==> config.mk <==
export PLATFORM = sky130hd
export DESIGN_NAME = tmr_vote_stage
export DESIGN_NICKNAME = d
export VERILOG_FILES = /design/src/rtl/tmr_vote_stage.sv
export SDC_FILE = /design/constraint.sdc
export NUM_CORES = 1
export LEC_CHECK = 0
export CELL_PAD_IN_SITES_DETAIL_PLACEMENT = 0
export CELL_PAD_IN_SITES_GLOBAL_PLACEMENT = 2
export CORE_ASPECT_RATIO = 0.6
export CORE_MARGIN = 5
export CORE_UTILIZATION = 30
export DETAILED_ROUTE_END_ITERATION = 10
export PLACE_DENSITY = 0.77
export SLEW_MARGIN = 20
export SYNTH_ARGS = -nofsm -noshare
export SYNTH_HDL_FRONTEND = slang
export SYNTH_SLANG_ARGS = --single-unit
==> constraint.sdc <==
create_clock -name clk -period 2.1 [get_ports clk]
set_clock_uncertainty 0.05 [all_clocks]
set_input_delay 0.525 -clock clk [delete_from_list [all_inputs] [get_ports clk]]
set_output_delay 0.525 -clock clk [all_outputs]
set_load 0.05 [all_outputs]
==> src/rtl/tmr_vote_stage.sv <==
// Registered TMR majority-vote stage with valid/ready output register, mismatch
// flags, saturating error counter and per-lane fault tracking. Optional parity
// path enabled by defining TMR_VOTE_STAGE_PARITY_EN.
//
// Lane FSM states (one instance per lane):
//   state      | meaning
//   ST_OK      | lane agreed with the vote on the last accepted word
//   ST_SUSPECT | lane has mismatched on r_streak consecutive accepted words
//   ST_FAULT   | lane hit FAULT_THRESH consecutive mismatches; sticky until clr/rst
module tmr_vote_stage #(
  parameter int WIDTH        = 2,
  parameter int CNT_W        = 8,
  parameter int FAULT_THRESH = 3
) (
  input  logic             clk,
  input  logic             rst,
  input  logic             in_valid,
  output logic             in_ready,
  input  logic [WIDTH-1:0] d_a,
  input  logic [WIDTH-1:0] d_b,
  input  logic [WIDTH-1:0] d_c,
  output logic             out_valid,
  input  logic             out_ready,
  output logic [WIDTH-1:0] out_data,
  output logic [2:0]       mism,
  output logic             multi_err,
  output logic [CNT_W-1:0] err_cnt,
  output logic [2:0]       fault,
`ifdef TMR_VOTE_STAGE_PARITY_EN
  input  logic             in_par,
  output logic             out_par,
  output logic             par_err,
`endif
  input  logic             clr
);

  typedef enum logic [1:0] {
    ST_OK      = 2'd0,
    ST_SUSPECT = 2'd1,
    ST_FAULT   = 2'd2
  } lane_st_t;

  localparam logic [3:0] LP_THRESH = 4'(FAULT_THRESH);

  logic             r_out_valid;
  logic [WIDTH-1:0] r_out_data;
  logic [2:0]       r_mism;
  logic             r_multi_err;
  logic [CNT_W-1:0] r_err_cnt;

  logic [WIDTH-1:0] w_lane [3];
  logic [WIDTH-1:0] w_vote;
  logic [2:0]       w_mism;
  logic             w_multi;
  logic             w_accept;
  logic             w_any_err;
  logic [CNT_W-1:0] w_err_cnt_nxt;

  lane_st_t         r_lane_st     [3];
  lane_st_t         w_lane_st_nxt [3];
  logic [3:0]       r_streak      [3];
  logic [3:0]       w_streak_nxt  [3];

  assign w_lane[0] = d_a;
  assign w_lane[1] = d_b;
  assign w_lane[2] = d_c;

  assign w_vote = (d_a & d_b) | (d_a & d_c) | (d_b & d_c);

  always_comb begin
    w_mism = '0;
    for (int k = 0; k < 3; k++) begin
      w_mism[k] = |(w_lane[k] ^ w_vote);
    end
  end

  assign w_multi  = (w_mism[0] & w_mism[1]) | (w_mism[0] & w_mism[2]) | (w_mism[1] & w_mism[2]);
  assign in_ready = !r_out_valid | out_ready;
  assign w_accept = in_valid & in_ready;

`ifdef TMR_VOTE_STAGE_PARITY_EN
  logic r_out_par;
  logic r_par_err;
  logic w_par_err;

  assign w_par_err = in_par ^ (^w_vote);
  assign w_any_err = (|w_mism) | w_par_err;

  always_ff @(posedge clk or posedge rst) begin
    if (rst) begin
      r_out_par <= 1'b0;
      r_par_err <= 1'b0;
    end else if (w_accept) begin
      r_out_par <= ^w_vote;
      r_par_err <= w_par_err;
    end
  end

  assign out_par = r_out_par;
  assign par_err = r_par_err;
`else
  assign w_any_err = |w_mism;
`endif

  // Output register: accept loads, a transfer alone only drops valid.
  always_ff @(posedge clk or posedge rst) begin
    if (rst) begin
      r_out_valid <= 1'b0;
      r_out_data  <= '0;
      r_mism      <= '0;
      r_multi_err <= 1'b0;
    end else if (w_accept) begin
      r_out_valid <= 1'b1;
      r_out_data  <= w_vote;
      r_mism      <= w_mism;
      r_multi_err <= w_multi;
    end else if (out_ready) begin
      r_out_valid <= 1'b0;
    end
  end

  always_comb begin
    w_err_cnt_nxt = r_err_cnt;
    if (clr) begin
      w_err_cnt_nxt = '0;
    end else if (w_accept && w_any_err && (r_err_cnt != {CNT_W{1'b1}})) begin
      w_err_cnt_nxt = r_err_cnt + 1'b1;
    end
  end

  always_ff @(posedge clk or posedge rst) begin
    if (rst) begin
      r_err_cnt <= '0;
    end else begin
      r_err_cnt <= w_err_cnt_nxt;
    end
  end

  always_ff @(posedge clk or posedge rst) begin
    if (rst) begin
      for (int k = 0; k < 3; k++) begin
        r_lane_st[k] <= ST_OK;
        r_streak[k]  <= 4'd0;
      end
    end else begin
      for (int k = 0; k < 3; k++) begin
        r_lane_st[k] <= w_lane_st_nxt[k];
        r_streak[k]  <= w_streak_nxt[k];
      end
    end
  end

  // clr has priority over an accept in the same cycle.
  always_comb begin
    for (int k = 0; k < 3; k++) begin
      w_lane_st_nxt[k] = r_lane_st[k];
      w_streak_nxt[k]  = r_streak[k];
      if (clr) begin
        w_lane_st_nxt[k] = ST_OK;
        w_streak_nxt[k]  = 4'd0;
      end else if (w_accept) begin
        case (r_lane_st[k])
          ST_OK: begin
            if (w_mism[k]) begin
              w_streak_nxt[k]  = 4'd1;
              w_lane_st_nxt[k] = (LP_THRESH == 4'd1) ? ST_FAULT : ST_SUSPECT;
            end
          end
          ST_SUSPECT: begin
            if (w_mism[k]) begin
              w_streak_nxt[k] = r_streak[k] + 4'd1;
              if ((r_streak[k] + 4'd1) >= LP_THRESH) begin
                w_lane_st_nxt[k] = ST_FAULT;
              end
            end else begin
              w_streak_nxt[k]  = 4'd0;
              w_lane_st_nxt[k] = ST_OK;
            end
          end
          ST_FAULT: begin
            w_lane_st_nxt[k] = ST_FAULT;
          end
          default: begin
            w_lane_st_nxt[k] = ST_OK;
            w_streak_nxt[k]  = 4'd0;
          end
        endcase
      end
    end
  end

  always_comb begin
    fault = '0;
    for (int k = 0; k < 3; k++) begin
      fault[k] = (r_lane_st[k] == ST_FAULT);
    end
  end

  assign out_valid = r_out_valid;
  assign out_data  = r_out_data;
  assign mism      = r_mism;
  assign multi_err = r_multi_err;
  assign err_cnt   = r_err_cnt;

endmodule

==> impl_metrics.csv <==
group,metric,value,unit
floorplanning,design.core.area,0.00673,mm²
flow_run,cap_violations,0,
synth,synthesis.instances,224,
synth,synth-edff-count,0,
place,globalplace.congestion,0.789,
cells_and_area,layout.cell_area.non_filler,0.00275,mm²
synth,synth-warning-count,0,
cells_and_area,final.fill_count,688,
detailed_routing,detailedRoute.firstIterationViolations,102,
clock_tree,cts_clock_pin_slew_for_the_worst_setup_and_hold_paths,0.05,ns
critical_path,cp_data_required_time,1.52,ns
synth,post_synth.cell_area_avg,9.32,µm²
timing,grt_setup_unrepaired,"false",
worst_hold_path,hold_class,"reg -> reg",
timing,relSlewSlack,0.672,
floorplanning,pin_count,30,
clock_tree,cts.sinks,33,
timing,timing_hold_violations_final,0,
clock_tree,cts.hold.buffers_added,0,
place,dp_hpwl,3870,µm
cells_and_area,layout-drive-gt1-share,0.245,
critical_path,critPathMaxFanout,4,
critical_path,critical_path_endpoint_category,"primary output",
synth,ys_seq_elements,33,
global_routing,global_route.usage.total,0.122,
detailed_routing,viasPerCell,5.11,
critical_path,timing.rr.start,"r_streak[8]",
timing,worst_pin_slew,0.491,ns
cells_and_area,final_nets,291,
detailed_routing,route.antenna.remaining_nets,0,
global_routing,grt_start_max_net_pins,34,
cells_and_area,area_taken_by_multi_input_logic_gates,0.00116,mm²
clock_tree,clock_insertion_delay_worst_skew,0.27,ns
cells_and_area,n_antenna_cell,0,
critical_path,timing.critical_path.from,"out_ready",
synth,ys_async_sr_fraction,1.00,
clock_tree,tritoncts,"built",
run_status,run_status,"completed",
place,port_buffer_count,29,
detailed_routing,vias,1840,
cells_and_area,sequential_cell_area,826,µm²
power_and_ir_drop,power_density,649,mW/mm²
detailed_routing,firstDrtPassIters,4,
floorplanning,die-width,118,µm
synth,syn-cell-area,0.00209,mm²
synth,net_count_after_synthesis,242,
timing,hold_ws,0.427,ns
clock_tree,cts_root_buffer,"sky130_fd_sc_hd__clkbuf_16",
detailed_routing,routed_wl,5310,µm
synth,synth-main-ff-cell,"sky130_fd_sc_hd__dfrtp_1",
worst_hold_path,hold_path_origin,"out_data[0]",
power_and_ir_drop,leakage,0.00117,µW
critical_path,cp_max_stage_delay,0.45,ns
global_routing,via_count_of_the_first_global_routing_pass,1660,
clock_tree,number_of_clock_buffers_inserted_by_tritoncts,5,
floorplanning,dieHeight,74.6,µm
clock_tree,cts_max_level,2,
global_routing,grt_pass1_wl,8610,µm
detailed_routing,route.detailed.wl_per_inst,14.7,µm
critical_path,worst_ep_arrival_time,1.45,ns
floorplanning,die_area,0.00878,mm²
power_and_ir_drop,peakVddDrop,0.361,mV
place,pre_cts_slack,-0.386,ns
critical_path,critical_path.cell_chain,"clkdlybuf4s50_1 -> nand2b_1 -> buf_4 -> buf_12",
floorplanning,floorplan.initialDensity,0.310,
timing,final_min_period_over_clock_period,0.966,
critical_path,timing.critical_path.slowest_stage_cell,"sky130_fd_sc_hd__clkdlybuf4s50_1",
timing,max_freq,493,MHz
timing,report.final.slew_viol_count,0,
critical_path,crit_path_start_kind,"primary input",
place,post_place_instance_area,0.00262,mm²
synth,ys_types,47,
critical_path,critPathKind,"in -> out",
synth,synth-seq-area-share,0.395,
timing,final-setup-viol-count,0,
clock_tree,cts.path.max_buffers,2,
floorplanning,row_count,23,
cells_and_area,area_delta_synth_final,31.8,%
global_routing,grt.overflow.total,0,
detailed_routing,drc_errors,0,
timing,postLayoutSetupSlackWorst,0.0712,ns
global_routing,antenna_found_initial,0,
timing,period_needed,2.03,ns
## critical path, delay by kind of cell
kind	cells	cell delay, ns
AND/OR/NAND/NOR	1	0.17
buffers and inverters	3	0.76
## cells by family (layout without fill, tap and decap cells)
group	Yosys count	count (layout)	synth area share
compound gates	48	48	0.179
xor+xnor	6	6	0.0252
flops	33	33	0.395
buf+inv	21	70	0.0479
simple gates	101	101	0.271
mux	7	7	0.0342
fa+ha+maj	8	8	0.0467
## through the flow
step	power [µW]	TNS (ns)	util	instances
3_3_place_gp	1080	-7.89	0.389	353
4_1_cts	1810	0	0.409	360
5_1_grt	1870	0	0.409	360
6_report	1790	0	0.409	360
2_1_floorplan	930	0	-	224
3_5_place_dp	1080	-8.27	0.389	353
## power by group
group	switching, µW	total, µW	internal [µW]
logic	221	362	141
clock network	257	723	465
registers	34.2	702	668
total	513	1790	1270
## state kept, by name, summed over array words and instances, names as in the netlist
name       count
r_streak      12
multi_err      1
r_lane_st      6
out_valid      1
mism           3
out_data       2
err_cnt        8
## cell type report
type,instances,area share
Sequential cell,33,0.300
Clock buffer,7,0.0518
Inverter,6,0.00818
Tap cell,87,0.0395
Multi-Input combinational cell,170,0.422
Timing Repair Buffer,57,0.178
## cell usage after synthesis, drive strengths merged (2+ instances only)
cell type	number	share of area
inv	6	0.011
nor2	27	0.049
nor4	2	0.0060
a21bo	2	0.0096
nand4	2	0.0060
and4	5	0.021
a32oi	8	0.034
mux2i	6	0.029
nand2b	2	0.0060
nand2	16	0.029
or3b	7	0.029
o21ai	10	0.024
buf	5	0.018
a41oi	5	0.028
a22oi	4	0.021
o2111ai	2	0.0084
or3	2	0.011
clkbuf	10	0.019
ha	7	0.042
dfrtp	33	0.40
and2	2	0.0060
a21oi	9	0.022
nand3b	9	0.032
and3	3	0.0090
o31ai	2	0.0072
nand3	13	0.031
nor2b	4	0.012
xnor2	5	0.021
nor3	5	0.014
## cell usage in the layout, fill, tap and decap left out, drive strengths merged, types with 5 or more instances in the layout
master,synthesis,layout
clkbuf,10,7
xnor2,5,5
a32oi,8,8
nor2,27,27
ha,7,7
nor3,5,5
nand3b,9,9
o21ai,10,10
mux2i,6,6
a21oi,9,9
inv,6,6
or3b,7,7
nand2,16,16
dlygate4sd2,0,6
dfrtp,33,33
clkdlybuf4s50,0,7
buf,5,44
a41oi,5,5
nand3,13,13
and4,5,5
## routing by layer
metal	wire length (µm)	global-route usage	vias to the layer above
met5	0	0	-
met4	12	0.0191	0
met3	222	0.0398	2
met2	2130	0.168	37
met1	2940	0.187	879
li1	-	-	922
## final timing paths
| kind | cells after the start | slack (ns) | to |
|---|---|---|---|
| hold / removal | 2 | 0.43 | out_data[0] |
| hold reg to reg | 2 | 0.43 | out_data[0] |
| min in group asynchronous | 3 | 0.61 | r_streak[8] |
| setup / recovery | 4 | 0.07 | in_ready |
| setup reg to reg | 5 | 0.33 | r_lane_st[4] |
| max in group asynchronous | 3 | 1.07 | r_lane_st[4] |
## timing repair
item,CTS,global route
setup endpoints to repair,18,0
buffers inserted,0,0
resized for setup,7,0
Note: power is estimated with default switching activity, not from simulation.
